===== src/rtl/pool_pkg.sv =====
// Shared pooling types and default sizes, used by the pooling top, regfile and drain.
package pool_pkg;
  localparam int POOL_DATA_W   = 8;
  localparam int POOL_RF_DEPTH = 16;

  typedef enum logic [1:0] {
    IDLE  = 2'd0,
    READ  = 2'd1,
    FLUSH = 2'd2,
    DONE  = 2'd3
  } drain_state_t;
endpackage


===== src/rtl/pool_skid_buf.sv =====
// Two-entry FIFO of {word, last}; same-cycle push+pop keeps occupancy and order.
module pool_skid_buf #(
  parameter int W = 8
) (
  input  logic         clk,
  input  logic         rst,
  input  logic         push,
  input  logic [W-1:0] push_word,
  input  logic         push_last,
  input  logic         pop,
  output logic [W-1:0] head_word,
  output logic         head_last,
  output logic [1:0]   count,
  output logic         full,
  output logic         empty
);
  logic [W-1:0] word_q [2];
  logic [1:0]   last_q;
  logic         wr_ptr;
  logic         rd_ptr;
  logic         do_push;
  logic         do_pop;

  assign full      = (count == 2'd2);
  assign empty     = (count == 2'd0);
  assign do_pop    = pop && !empty;
  assign do_push   = push && (!full || do_pop);
  assign head_word = word_q[rd_ptr];
  assign head_last = last_q[rd_ptr];

  always_ff @(posedge clk) begin
    if (rst) begin
      word_q[0] <= '0;
      word_q[1] <= '0;
      last_q    <= '0;
      wr_ptr    <= 1'b0;
      rd_ptr    <= 1'b0;
      count     <= 2'd0;
    end else begin
      if (do_push) begin
        word_q[wr_ptr] <= push_word;
        last_q[wr_ptr] <= push_last;
        wr_ptr         <= !wr_ptr;
      end
      if (do_pop) begin
        rd_ptr <= !rd_ptr;
      end
      case ({do_push, do_pop})
        2'b10:   count <= count + 2'd1;
        2'b01:   count <= count - 2'd1;
        default: count <= count;
      endcase
    end
  end
endmodule


===== src/rtl/pool_drain.sv =====
// Streams regfile words 0..num_words-1 to a valid/ready sink; first m_valid 2 cycles after start,
// 1 word/cycle, stalls via 2-entry credit. POOL_DRAIN_RELU_EN fuses ReLU onto m_data.
module pool_drain
  import pool_pkg::*;
#(
  parameter  int DATA_WIDTH = POOL_DATA_W,
  parameter  int DEPTH      = POOL_RF_DEPTH,
  localparam int ADDR_W     = $clog2(DEPTH)
) (
  input  logic                  clk,
  input  logic                  rst,
  input  logic                  start,
  input  logic [ADDR_W:0]       num_words,
  output logic                  rd_en,
  output logic [ADDR_W-1:0]     rd_addr,
  input  logic [DATA_WIDTH-1:0] rd_data,
  output logic                  m_valid,
  output logic [DATA_WIDTH-1:0] m_data,
  output logic                  m_last,
  input  logic                  m_ready,
  output logic                  busy,
  output logic                  done
);
  localparam int               CNT_W     = ADDR_W + 1;
  localparam logic [CNT_W-1:0] DEPTH_CNT = CNT_W'(DEPTH);

  drain_state_t          state;
  logic [CNT_W-1:0]      total;
  logic [CNT_W-1:0]      issued;
  logic [CNT_W-1:0]      req_words;
  logic                  pend;
  logic                  pend_last;
  logic                  accept;
  logic                  issue;
  logic                  issue_last;
  logic                  pop;
  logic [1:0]            occ;
  logic [1:0]            credit_used;
  logic                  full;
  logic                  empty;
  logic [DATA_WIDTH-1:0] head_word;
  logic                  head_last;
  logic [DATA_WIDTH-1:0] egress;

  assign req_words   = (num_words > DEPTH_CNT) ? DEPTH_CNT : num_words;
  assign accept      = (state == IDLE) && start && !rst;
  assign pop         = m_valid && m_ready;
  // A word leaving this cycle frees its slot in time for a read issued now.
  assign credit_used = occ + {1'b0, pend} - {1'b0, pop};

  // The first read goes out in the start cycle itself so data lands 2 cycles after start.
  always_comb begin
    issue      = 1'b0;
    issue_last = 1'b0;
    if (!rst) begin
      if (accept && (req_words != '0)) begin
        issue      = 1'b1;
        issue_last = (req_words == CNT_W'(1));
      end else if ((state == READ) && (issued != total) && (credit_used < 2'd2)
                   && !(full && !pop)) begin
        issue      = 1'b1;
        issue_last = ((issued + CNT_W'(1)) == total);
      end
    end
  end

  assign rd_en = issue;

  always_ff @(posedge clk) begin
    if (rst) begin
      state     <= IDLE;
      total     <= '0;
      issued    <= '0;
      rd_addr   <= '0;
      pend      <= 1'b0;
      pend_last <= 1'b0;
      busy      <= 1'b0;
      done      <= 1'b0;
    end else begin
      pend      <= issue;
      pend_last <= issue_last;
      done      <= 1'b0;
      if (issue) begin
        issued  <= issued + CNT_W'(1);
        rd_addr <= issue_last ? '0 : rd_addr + ADDR_W'(1);
      end
      case (state)
        IDLE: begin
          if (accept) begin
            total <= req_words;
            busy  <= 1'b1;
            if (req_words == '0) state <= DONE;
            else if (issue_last)  state <= FLUSH;
            else                  state <= READ;
          end
        end
        READ: begin
          if (issue_last) state <= FLUSH;
        end
        FLUSH: begin
          if (!pend && (occ == {1'b0, pop})) state <= DONE;
        end
        DONE: begin
          done   <= 1'b1;
          busy   <= 1'b0;
          issued <= '0;
          state  <= IDLE;
        end
        default: state <= IDLE;
      endcase
    end
  end

  pool_skid_buf #(.W(DATA_WIDTH)) u_skid (
    .clk       (clk),
    .rst       (rst),
    .push      (pend),
    .push_word (rd_data),
    .push_last (pend_last),
    .pop       (pop),
    .head_word (head_word),
    .head_last (head_last),
    .count     (occ),
    .full      (full),
    .empty     (empty)
  );

`ifdef POOL_DRAIN_RELU_EN
  assign egress = head_word[DATA_WIDTH-1] ? '0 : head_word;
`else
  assign egress = head_word;
`endif

  assign m_valid = !empty;
  assign m_data  = m_valid ? egress : '0;
  assign m_last  = m_valid && head_last;
endmodule

===== config.mk =====
export PLATFORM = sky130hd
export DESIGN_NAME = pool_drain
export DESIGN_NICKNAME = d
export VERILOG_FILES = /design/src/rtl/pool_pkg.sv /design/src/rtl/pool_skid_buf.sv /design/src/rtl/pool_drain.sv
export SDC_FILE = /design/constraint.sdc
export NUM_CORES = 1
export LEC_CHECK = 0
export CAP_MARGIN = 40
export CORE_MARGIN = 3
export CORE_UTILIZATION = 45
export CTS_CLUSTER_SIZE = 8
export DETAILED_ROUTE_END_ITERATION = 8
export PLACE_DENSITY = 0.7
export SLEW_MARGIN = 20
export SYNTH_ARGS = -nofsm -noshare
export SYNTH_HDL_FRONTEND = slang
export SYNTH_SLANG_ARGS = --single-unit

===== constraint.sdc =====
create_clock -name clk -period 3.45 [get_ports clk]
set_input_delay 0.5175 -clock clk [delete_from_list [all_inputs] [get_ports clk]]
set_output_delay 0.5175 -clock clk [all_outputs]
set_load 0.005 [all_outputs]

# Word-level counts from Yosys, hierarchy flattened
# Memory sizes are Yosys's and may differ from the RTL's. A register that Yosys moved wholly into a read port is not among the register bits.
# Cells that the tools add are included.
[op_classes]
addsub = 6
magnitude_cmp = 5
n_eq_ne = 13
muxes = 34
reduce_logical = 33
[op_table]
columns = ["cell", "n"]
rows = [
  ["$mux 1", 20],
  ["$mux 8", 2],
  ["$logic_and 1x1->1", 13],
  ["$mux 2", 5],
  ["$eq 2x2->1 const B", 4],
  ["$logic_not 1->1", 8],
  ["$pmux 2 s4", 1],
  ["$reduce_or 8->1", 1],
  ["$ne 2x2->1 const B", 3],
  ["$add 5x1->5 const B", 1],
  ["$eq 5x1->1 const B", 1],
  ["$eq 5x5->1", 1],
  ["$gt 5x5->1 const B", 1],
  ["$logic_not 5->1", 1],
  ["$mux 5", 1],
  ["$ne 5x5->1", 1],
  ["$reduce_bool 5->1", 1],
  ["$add 4x1->4 const B", 1],
  ["$eq 2x1->1 const B", 2],
  ["$logic_not 2->1", 2],
  ["$lt 1x2->1 const B", 2],
  ["$mux 4", 1],
  ["$pmux 2 s2", 1],
  ["$reduce_and 2->1", 2],
  ["other kinds (14)", 15],
]
[totals]
ff_bits = 26
ramBits = 16
input_bits = 17
output_inout_bits = 17
word_cells = 104
n_memories = 1
[mem_list]
columns = ["name", "words", "word_bits", "rd", "rd_ports_with_merged_regs", "write_ports", "line_no", "text"]
rows = [
  ["u_skid.word_q", 2, 8, 1, 1, 2, "pool_skid_buf.sv:17", "logic [W-1:0] word_q [2];"],
]

# Logic depth before layout (Yosys ltp)
# Gate-level depths: netlist of the first run.
[depth]
ltp_word = 14
ltp_mapped = 10
mapped_depth_nobuf = 9

# By module
# Synthesis of the first run repeated with hierarchy kept, for this count alone.
[hier_totals]
cells_unflattened = 240
hier_area_um2 = 2389.8
[modules_own_cells]
columns = ["module", "instances", "cells_each", "area_each_um2", "seq_area_each_um2"]
rows = [
  ["pool_drain", 1, 155, 1282.5, 400.4],
  ["pool_skid_buf", 1, 85, 1107.3, 620.6],
]

# Worst setup path before layout of the first run
# No wires, ideal clock.
[synth_timing]
path_type = "input port to output port"
startpoint = "input port m_ready"
endpoint = "output port rd_en"
arrival_time_ps = 1898
t_required_ps = 2932
slack_ps = 1035
cell_stages = 8
n_path_buf = 1
path_cell_list = "nor2b_1 > ha_1 > nor2b_1 > xnor2_1 > a211oi_2 > nor2_2 > buf_2 > nor2_1"
[synth_via]
elab_chain_cells = 8
elab_cells_between_ends = 11
classes_between = "add/sub: 1; order compare: 1; mux: 3; reduce/logical: 6"
[synth_rtl]
columns = ["item", "line_no", "text"]
rows = [
  ["start, declared", "pool_drain.sv:20", "input logic m_ready,"],
  ["$logic_and 1x1->1 (*)", "pool_drain.sv:47", "assign pop = m_valid && m_ready;"],
  ["$sub 2x1->2 / $logic_not 1->1 (equally long branches)", "pool_drain.sv:49, pool_drain.sv:60", ""],
  ["$lt 2x2->1 / $logic_and 1x1->1 (equally long branches)", "pool_drain.sv:59, pool_drain.sv:60", ""],
  ["$logic_and 1x1->1 / $logic_not 1->1 (equally long branches)", "pool_drain.sv:59, pool_drain.sv:60", ""],
  ["$logic_and 1x1->1 (*)", "pool_drain.sv:60", "&& !(full && !pop)) begin"],
  ["$mux 1 (*)", "pool_drain.sv:59", "end else if ((state == READ) && (issued != total) && (credit_used < 2'd2)"],
  ["$mux 1 (*)", "pool_drain.sv:56", "if (accept && (req_words != '0)) begin"],
  ["$mux 1 (*)", "pool_drain.sv:55", "if (!rst) begin"],
  ["end, declared", "pool_drain.sv:14", "output logic rd_en,"],
]
# Every way passes the cells marked *; elsewhere a longest branch is shown, timed or not.

# Final worst setup path of the first run
[layout_timing]
startpoint = "register u_skid.count[0]"
endpoint = "output port rd_en"
[layout_via]
elab_chain_cells = 10
elab_cells_between_ends = 15
classes_between = "add/sub: 2; order compare: 1; eq/ne: 1; mux: 3; reduce/logical: 8"
[layout_rtl]
columns = ["item", "line_no", "text"]
rows = [
  ["start, declared", "pool_skid_buf.sv:13", "output logic [1:0] count,"],
  ["start signal, assigned", "pool_skid_buf.sv:49", "2'b10: count <= count + 2'd1;"],
  ["start signal, assigned", "pool_skid_buf.sv:50", "2'b01: count <= count - 2'd1;"],
  ["start signal, assigned", "pool_skid_buf.sv:51", "default: count <= count;"],
  ["parallel branches: the longest is 6 deep, another holds $add 2x1->2", "-", ""],
  ["$logic_and 1x1->1 (*)", "pool_drain.sv:60", ""],
  ["$mux 1 (*)", "pool_drain.sv:59", ""],
  ["$mux 1 (*)", "pool_drain.sv:56", ""],
  ["$mux 1 (*)", "pool_drain.sv:55", ""],
]
# Every way passes the cells marked *.

==> flow_metrics.py, run 1 <==
metrics = {
    "cts": {
        "path_clk_slew_ps": 90,
        "cts_buffers": 5,
        "worst_skew_pair.late_latency_ps": 290,
        "tritoncts": "yes",
        "numClockSinks": 43,
        "htreeDepth": 2,
        "cts_hold_buffers": 0,
        "cell_at_the_root_of_the_clock_tree": "clkbuf_8",
        "cts.path.max_buffers": 2,
    },
    "place": {
        "dpl-instance-area_um2": 2660,
        "routabilityCongestion": 0.855,
        "detailed_place_hpwl_mm": 3.23,
        "dp_cells": 329,
        "port_buffers": 33,
    },
    "cells_and_area": {
        "fillCellCount": 419,
        "fin_util_pct": 61.2,
        "area_growth_pct": 25.9,
        "fin_cells": 337,
        "insertedDiodeCount": 0,
        "mostFrequentLayoutCells": "clkdlybuf4s50_1, nor2_1, dfxtp_1",
        "seqCellArea_um2": 1020,
        "final_common_cell": "clkdlybuf4s50_1",
        "multi_input_gate_area_um2": 1120,
        "layout.nets": 297,
        "layout-drive-gt1-share_pct": 9.19,
        "finalInstanceArea_um2": 2770,
    },
    "global_routing": {
        "overall_global_routing_resource_usage_pct": 15.4,
        "globalRouteOverflowTotal": 0,
        "first_global_vias": 1498,
        "antenna_found_initial": 0,
        "grt_start_max_net_pins": 32,
        "first_pass_grt_wire_length_mm": 7.25,
    },
    "worst_setup_path": {
        "critical-path-slowest-cell": "clkdlybuf4s50_1",
        "data_required_critical_path_ps": 2930,
        "crit_family": "simple AND/OR/NAND/NOR gates",
        "timing.critical_path.to_type": "output pin",
        "critPathMaxFanout": 11,
        "critPathBufInv": 1,
        "start_kind": "flip-flop",
        "critical_path_arrival_ps": 2610,
        "max_stage_delay_ps": 510,
        "path_cells": "nor2_2 -> nor2b_1 -> ha_1 -> nor2b_1 -> xnor2_1 -> a211oi_2 -> nor2_2 -> nor2_1 -> clkdlybuf4s50_1",
        "critPathKind": "flip-flop to output pin",
    },
    "floorplan": {
        "initial_core_util_pct": 48.6,
        "num_io_pins": 34,
        "die_area_um2": 5770,
        "design.core.area_um2": 4530,
        "core.rowCount": 24,
        "die_y_um": 76.0,
        "floorplan.die.width_um": 76.0,
    },
    "synthesis": {
        "synth_fp_nets": 255,
        "netlist_instances": 229,
        "post_synth_instance_area_um2": 2200,
        "synth.lib_cells_used.distinct": 39,
        "ys_seq_elements": 43,
        "synth_top_area_share_pct": 24.5,
        "synth_enable_flop_cells": 16,
        "ys_dominant_reg_cell": "dfxtp_1",
        "avgSynthCellArea_um2": 9.62,
        "register_area_share_after_synthesis_pct": 46.3,
        "post_synth_main_area_contributors": "dfxtp_1, edfxtp_1, nor2_1",
        "ys_warn_count": 0,
        "async_reset_ff_share_pct": 0,
        "netlist.top_cell.by_area": "dfxtp_1",
    },
    "pwr": {
        "vdd.ir_drop.worst_mv": 0.313,
        "power.static_leakage_nw": 1.03,
        "power.density_nw_per_um2": 637,
    },
    "sta": {
        "unrepaired_setup_endpoints_after_global_routing": "false",
        "timing.max_slew.rel_slack_pct": 58.7,
        "timing.final.crit_share_pct": 90.7,
        "fmaxAchievable_mhz": 320,
        "fin_skew_ps": 11.3,
        "slew_viol_final": 0,
        "worstMarginPinSlew_ps": 614,
        "finalCriticalPeriod_ps": 3130,
        "setup_tns_ps": 0,
        "final_hold_vio_count": 0,
        "hold_ws_ps": 478,
        "finalSetupViolations": 0,
    },
    "run_status": {
        "status": "completed",
    },
    "routing": {
        "vias_per_cell": 4.96,
        "detailroute.via_count": 1672,
        "drt_wl_total_mm": 4.42,
        "remaining_drcs": 0,
        "wl_per_cell_um": 13.1,
        "detail-route-antenna-nets": 0,
        "detail_route.iter0.violations": 99,
        "pre_antenna_drt_iters": 4,
    },
    "run": {
        "maxCapViolations": 0,
    },
    "min_path": {
        "worstHoldPathType": "flip-flop to flip-flop",
    },
}
registers in the layout (all words and copies together), names as in the netlist, named ones only:
name	count
u_skid.word_q	16
issued	5
total	5
rd_addr	4
state	2
u_skid.count	2
u_skid.last_q	2
busy	1
done	1
pend	1
pend_last	1
u_skid.rd_ptr	1
u_skid.wr_ptr	1
where the power goes:
group	leakage, nW	internal [mW]	switching (mW)
clock	0.0581	0.216	0.170
combinational	0.584	0.341	0.344
sequential	0.386	0.611	0.0843
cells by family after synthesis:
family,after synthesis,share of synthesized area [%]
xor+xnor,18,7.50
fa+ha+maj,9,5.11
mux,11,5.00
flops,43,46.3
compound gates,36,10.2
buf+inv,16,2.78
simple gates,96,23.1
synthesized netlist by cell type (7+ instances only):
library cell,count
nor2_1,31
a21oi_1,12
clkbuf_1,7
nand2_1,10
edfxtp_1,16
mux2i_1,11
inv_1,8
ha_1,9
and2_1,16
o21ai_0,10
dfxtp_1,27
xnor2_1,9
xor2_1,8
nor3_1,7
metal layers:
layer / vias to the layer above / part of all wire, % / track usage (%)
li1: 870 / - / -
met1: 757 / 51 / 23.3
met2: 40 / 43 / 21.9
met3: 5 / 5.4 / 3.43
met4: 0 / 0.95 / 4.35
met5: - / 0 / 0
per-stage QoR:
| step | setup slack (ps) | power [mW] |
|---|---|---|
| 6_report | 322 | 1.77 |
| 5_1_grt | 116 | 1.89 |
| 4_1_cts | 36.5 | 1.78 |
| 3_5_place_dp | 307 | 1.39 |
| 3_3_place_gp | 316 | 1.38 |
| 2_1_floorplan | 1030 | 1.14 |
layout make-up:
class                      instances  area share (%)
timing repair buffer              43            14.6
inverter                           8            1.08
clock inverter                     3            1.58
tap                               65            2.93
sequential                        43            36.8
clock buffer                       5            2.48
multi-input combinational        170            40.5
path summary, 6_finish.rpt:
path | end | slack [ps] | depth (start not counted) | startpoint
hold / removal | total[4] | 480 | 2 | total[4]
setup / recovery | rd_en | 320 | 9 | u_skid.count[0]
setup reg to reg | rd_addr[1] | 820 | 10 | u_skid.count[0]
hold reg to reg | total[4] | 480 | 2 | total[4]
repair_timing:
action                                  in CTS  in global routing
setup buffers                                0                  0
gates resized for setup                      0                  1
endpoints found under the setup margin       0                  1
worst reg2reg max path: stages (launching register included):
cell,delay (ps)
dfxtp_1,370
nor2_2,370
nor2b_1,120
ha_1,300
nor2b_1,140
xnor2_1,90
a211oi_2,250
nor2_2,70
buf_4,190
or4b_1,520
a21oi_1,140
Note: power is estimated with default switching activity, not from simulation.
==> run 2, diff against run 1 <==
--- a/config.mk
+++ b/config.mk
@@ -8,7 +8,7 @@
 export CAP_MARGIN = 40
 export CORE_MARGIN = 3
 export CORE_UTILIZATION = 45
-export CTS_CLUSTER_SIZE = 8
+export CTS_CLUSTER_SIZE = 28
 export DETAILED_ROUTE_END_ITERATION = 8
 export PLACE_DENSITY = 0.7
 export SLEW_MARGIN = 20
==> constraint.sdc (replaced) <==
create_clock -name clk -period 3.5 [get_ports clk]
set_input_delay 0.525 -clock clk [delete_from_list [all_inputs] [get_ports clk]]
set_output_delay 0.525 -clock clk [all_outputs]
set_load 0.005 [all_outputs]
==> flow_metrics.py, run 2 (synthesis results as in run 1) <==
metrics = {
    "routing": {
        "drt_wl_total_mm": 4.54,
        "remaining_drcs": 0,
        "detail-route-antenna-nets": 0,
        "pre_antenna_drt_iters": 4,
        "detail_route.iter0.violations": 81,
        "wl_per_cell_um": 13.5,
        "vias_per_cell": 5.10,
        "detailroute.via_count": 1719,
    },
    "cts": {
        "worst_skew_pair.late_latency_ps": 290,
        "cts.path.max_buffers": 2,
        "cts_hold_buffers": 0,
        "path_clk_slew_ps": 80,
        "cts_setup_buffers": 0,
        "htreeDepth": 2,
        "cell_at_the_root_of_the_clock_tree": "clkbuf_8",
        "cts_buffers": 5,
        "tritoncts": "yes",
        "cts-resized-gates": 0,
        "numClockSinks": 43,
    },
    "floorplan": {
        "design.core.area_um2": 4530,
        "die_area_um2": 5770,
        "core.rowCount": 24,
        "die_y_um": 76.0,
        "initial_core_util_pct": 48.6,
        "num_io_pins": 34,
        "floorplan.die.width_um": 76.0,
    },
    "worst_setup_path": {
        "crit-reg2reg-launch": "u_skid.count[1]",
        "critical-path-slowest-cell": "clkdlybuf4s50_1",
        "critPathBufInv": 1,
        "critPathKind": "flip-flop to output pin",
        "data_required_critical_path_ps": 2970,
        "worst-path-stages": 9,
        "register_to_register_setup_slack_ps": 870,
        "start_kind": "flip-flop",
        "worst_r2r_endpoint": "rd_addr[1]",
        "rr_worst_depth": 10,
        "critPathMaxFanout": 11,
        "critical_path_arrival_ps": 2620,
        "path_cells": "nor2_2 -> nor2b_1 -> ha_1 -> nor2b_1 -> xnor2_1 -> a211oi_2 -> nor2_2 -> nor2_1 -> clkdlybuf4s50_1",
        "crit_family": "simple AND/OR/NAND/NOR gates",
        "timing.critical_path.to_type": "output pin",
        "max_stage_delay_ps": 510,
    },
    "pwr": {
        "power.static_leakage_nw": 1.02,
        "vdd.ir_drop.worst_mv": 0.305,
        "total_power_mw": 1.73,
        "power.density_nw_per_um2": 626,
    },
    "sta": {
        "setup_ws_ps": 357,
        "unrepaired_setup_endpoints_after_global_routing": "false",
        "finalCriticalPeriod_ps": 3140,
        "fmaxAchievable_mhz": 318,
        "slew_viol_final": 0,
        "timing.final.crit_share_pct": 89.8,
        "worstMarginPinSlew_ps": 580,
        "setup_tns_ps": 0,
        "finalSetupViolations": 0,
        "fin_skew_ps": 3.55,
        "final_hold_vio_count": 0,
        "timing.max_slew.rel_slack_pct": 61.0,
    },
    "min_path": {
        "worstHoldPathType": "flip-flop to flip-flop",
        "hold_end": "u_skid.last_q[0]",
        "min_delay_src": "pend_last",
        "timing.hold.worst_path_depth": 2,
    },
    "global_routing": {
        "gr-usage-met2_pct": 26.0,
        "overall_global_routing_resource_usage_pct": 16.5,
        "most_congested_layer_reported_by_global_routing": "met2",
        "grt_util_met1_pct": 22.1,
        "global_route.usage.met3_pct": 4.26,
        "antenna_found_initial": 0,
        "globalRouteOverflowTotal": 0,
        "first_pass_grt_wire_length_mm": 7.62,
        "first_global_vias": 1638,
        "grt_start_max_net_pins": 32,
    },
    "cells_and_area": {
        "seqCellArea_um2": 1020,
        "layout.nets": 297,
        "top_register": "u_skid.word_q",
        "layout_top_registers": "u_skid.word_q x16, issued x5, total x5",
        "mostFrequentLayoutCells": "clkdlybuf4s50_1, nor2_1, dfxtp_1",
        "insertedDiodeCount": 0,
        "fin_cells": 337,
        "fillCellCount": 379,
        "area_growth_pct": 25.6,
        "largest_register_ff_count": 16,
        "finalInstanceArea_um2": 2770,
        "layout-drive-gt1-share_pct": 8.46,
        "multi_input_gate_area_um2": 1120,
        "final_common_cell": "clkdlybuf4s50_1",
    },
    "place": {
        "dp_cells": 329,
        "port_buffers": 33,
        "detailed_place_hpwl_mm": 3.36,
        "dpl-instance-area_um2": 2660,
        "routabilityCongestion": 0.831,
        "placement.setup.worst_slack_ps": 332,
    },
    "run": {
        "maxCapViolations": 0,
    },
    "run_status": {
        "status": "completed",
    },
}
## run 2: cell types whose count changed in the layout (fill, tap and decap cells not counted), sizes merged
cell    previous run  this run
clkbuf             5         7
clkinv             2         0
## run 2: worst min-delay path, stage by stage (launching register included)
cell     delay, ps
dfxtp_1        340
nand2_1         50
o21ai_0         60
## run 2: routing by layer
metal | part of all wire (%) | wire length, um | vias to the layer above
li1 | - | - | 872
met1 | 48 | 2160 | 802
met2 | 46 | 2080 | 39
met3 | 5.2 | 237 | 6
met4 | 1.4 | 62 | 0
met5 | 0 | 0 | -
## run 2: how the worst max path moves through the flow
| stage | from | to | slack, ps |
|---|---|---|---|
| final | u_skid.count[1] | rd_en | 360 |
| after global routing | u_skid.count[1] | rd_en | 120 |
| after floorplan | m_ready | rd_en | 1070 |
| after CTS | u_skid.count[1] | rd_en | 110 |
| after global placement | m_ready | rd_en | 350 |
| after detailed placement | m_ready | rd_en | 330 |
## run 2: report_power, final
group          switching, mW  total [mW]  internal [mW]
Combinational          0.337       0.672          0.335
Sequential            0.0826       0.685          0.602
Clock                  0.161       0.375          0.214
## run 2: layout make-up
cell class | count | share of cell area, %
Sequential cell | 43 | 36.9
Clock buffer | 7 | 2.76
Timing Repair Buffer | 43 | 14.6
Multi-Input combinational cell | 170 | 40.6
Tap cell | 65 | 2.94
Clock inverter | 1 | 1.08
Inverter | 8 | 1.08
## run 2: metrics by stage
stage / utilization [%] / hold WS, ps
after floorplan: - / 425
final: 61.0 / 473
after CTS: 61.0 / 475
after detailed placement: 58.6 / 464
after global routing: 61.0 / 501
after global placement: 58.6 / 449
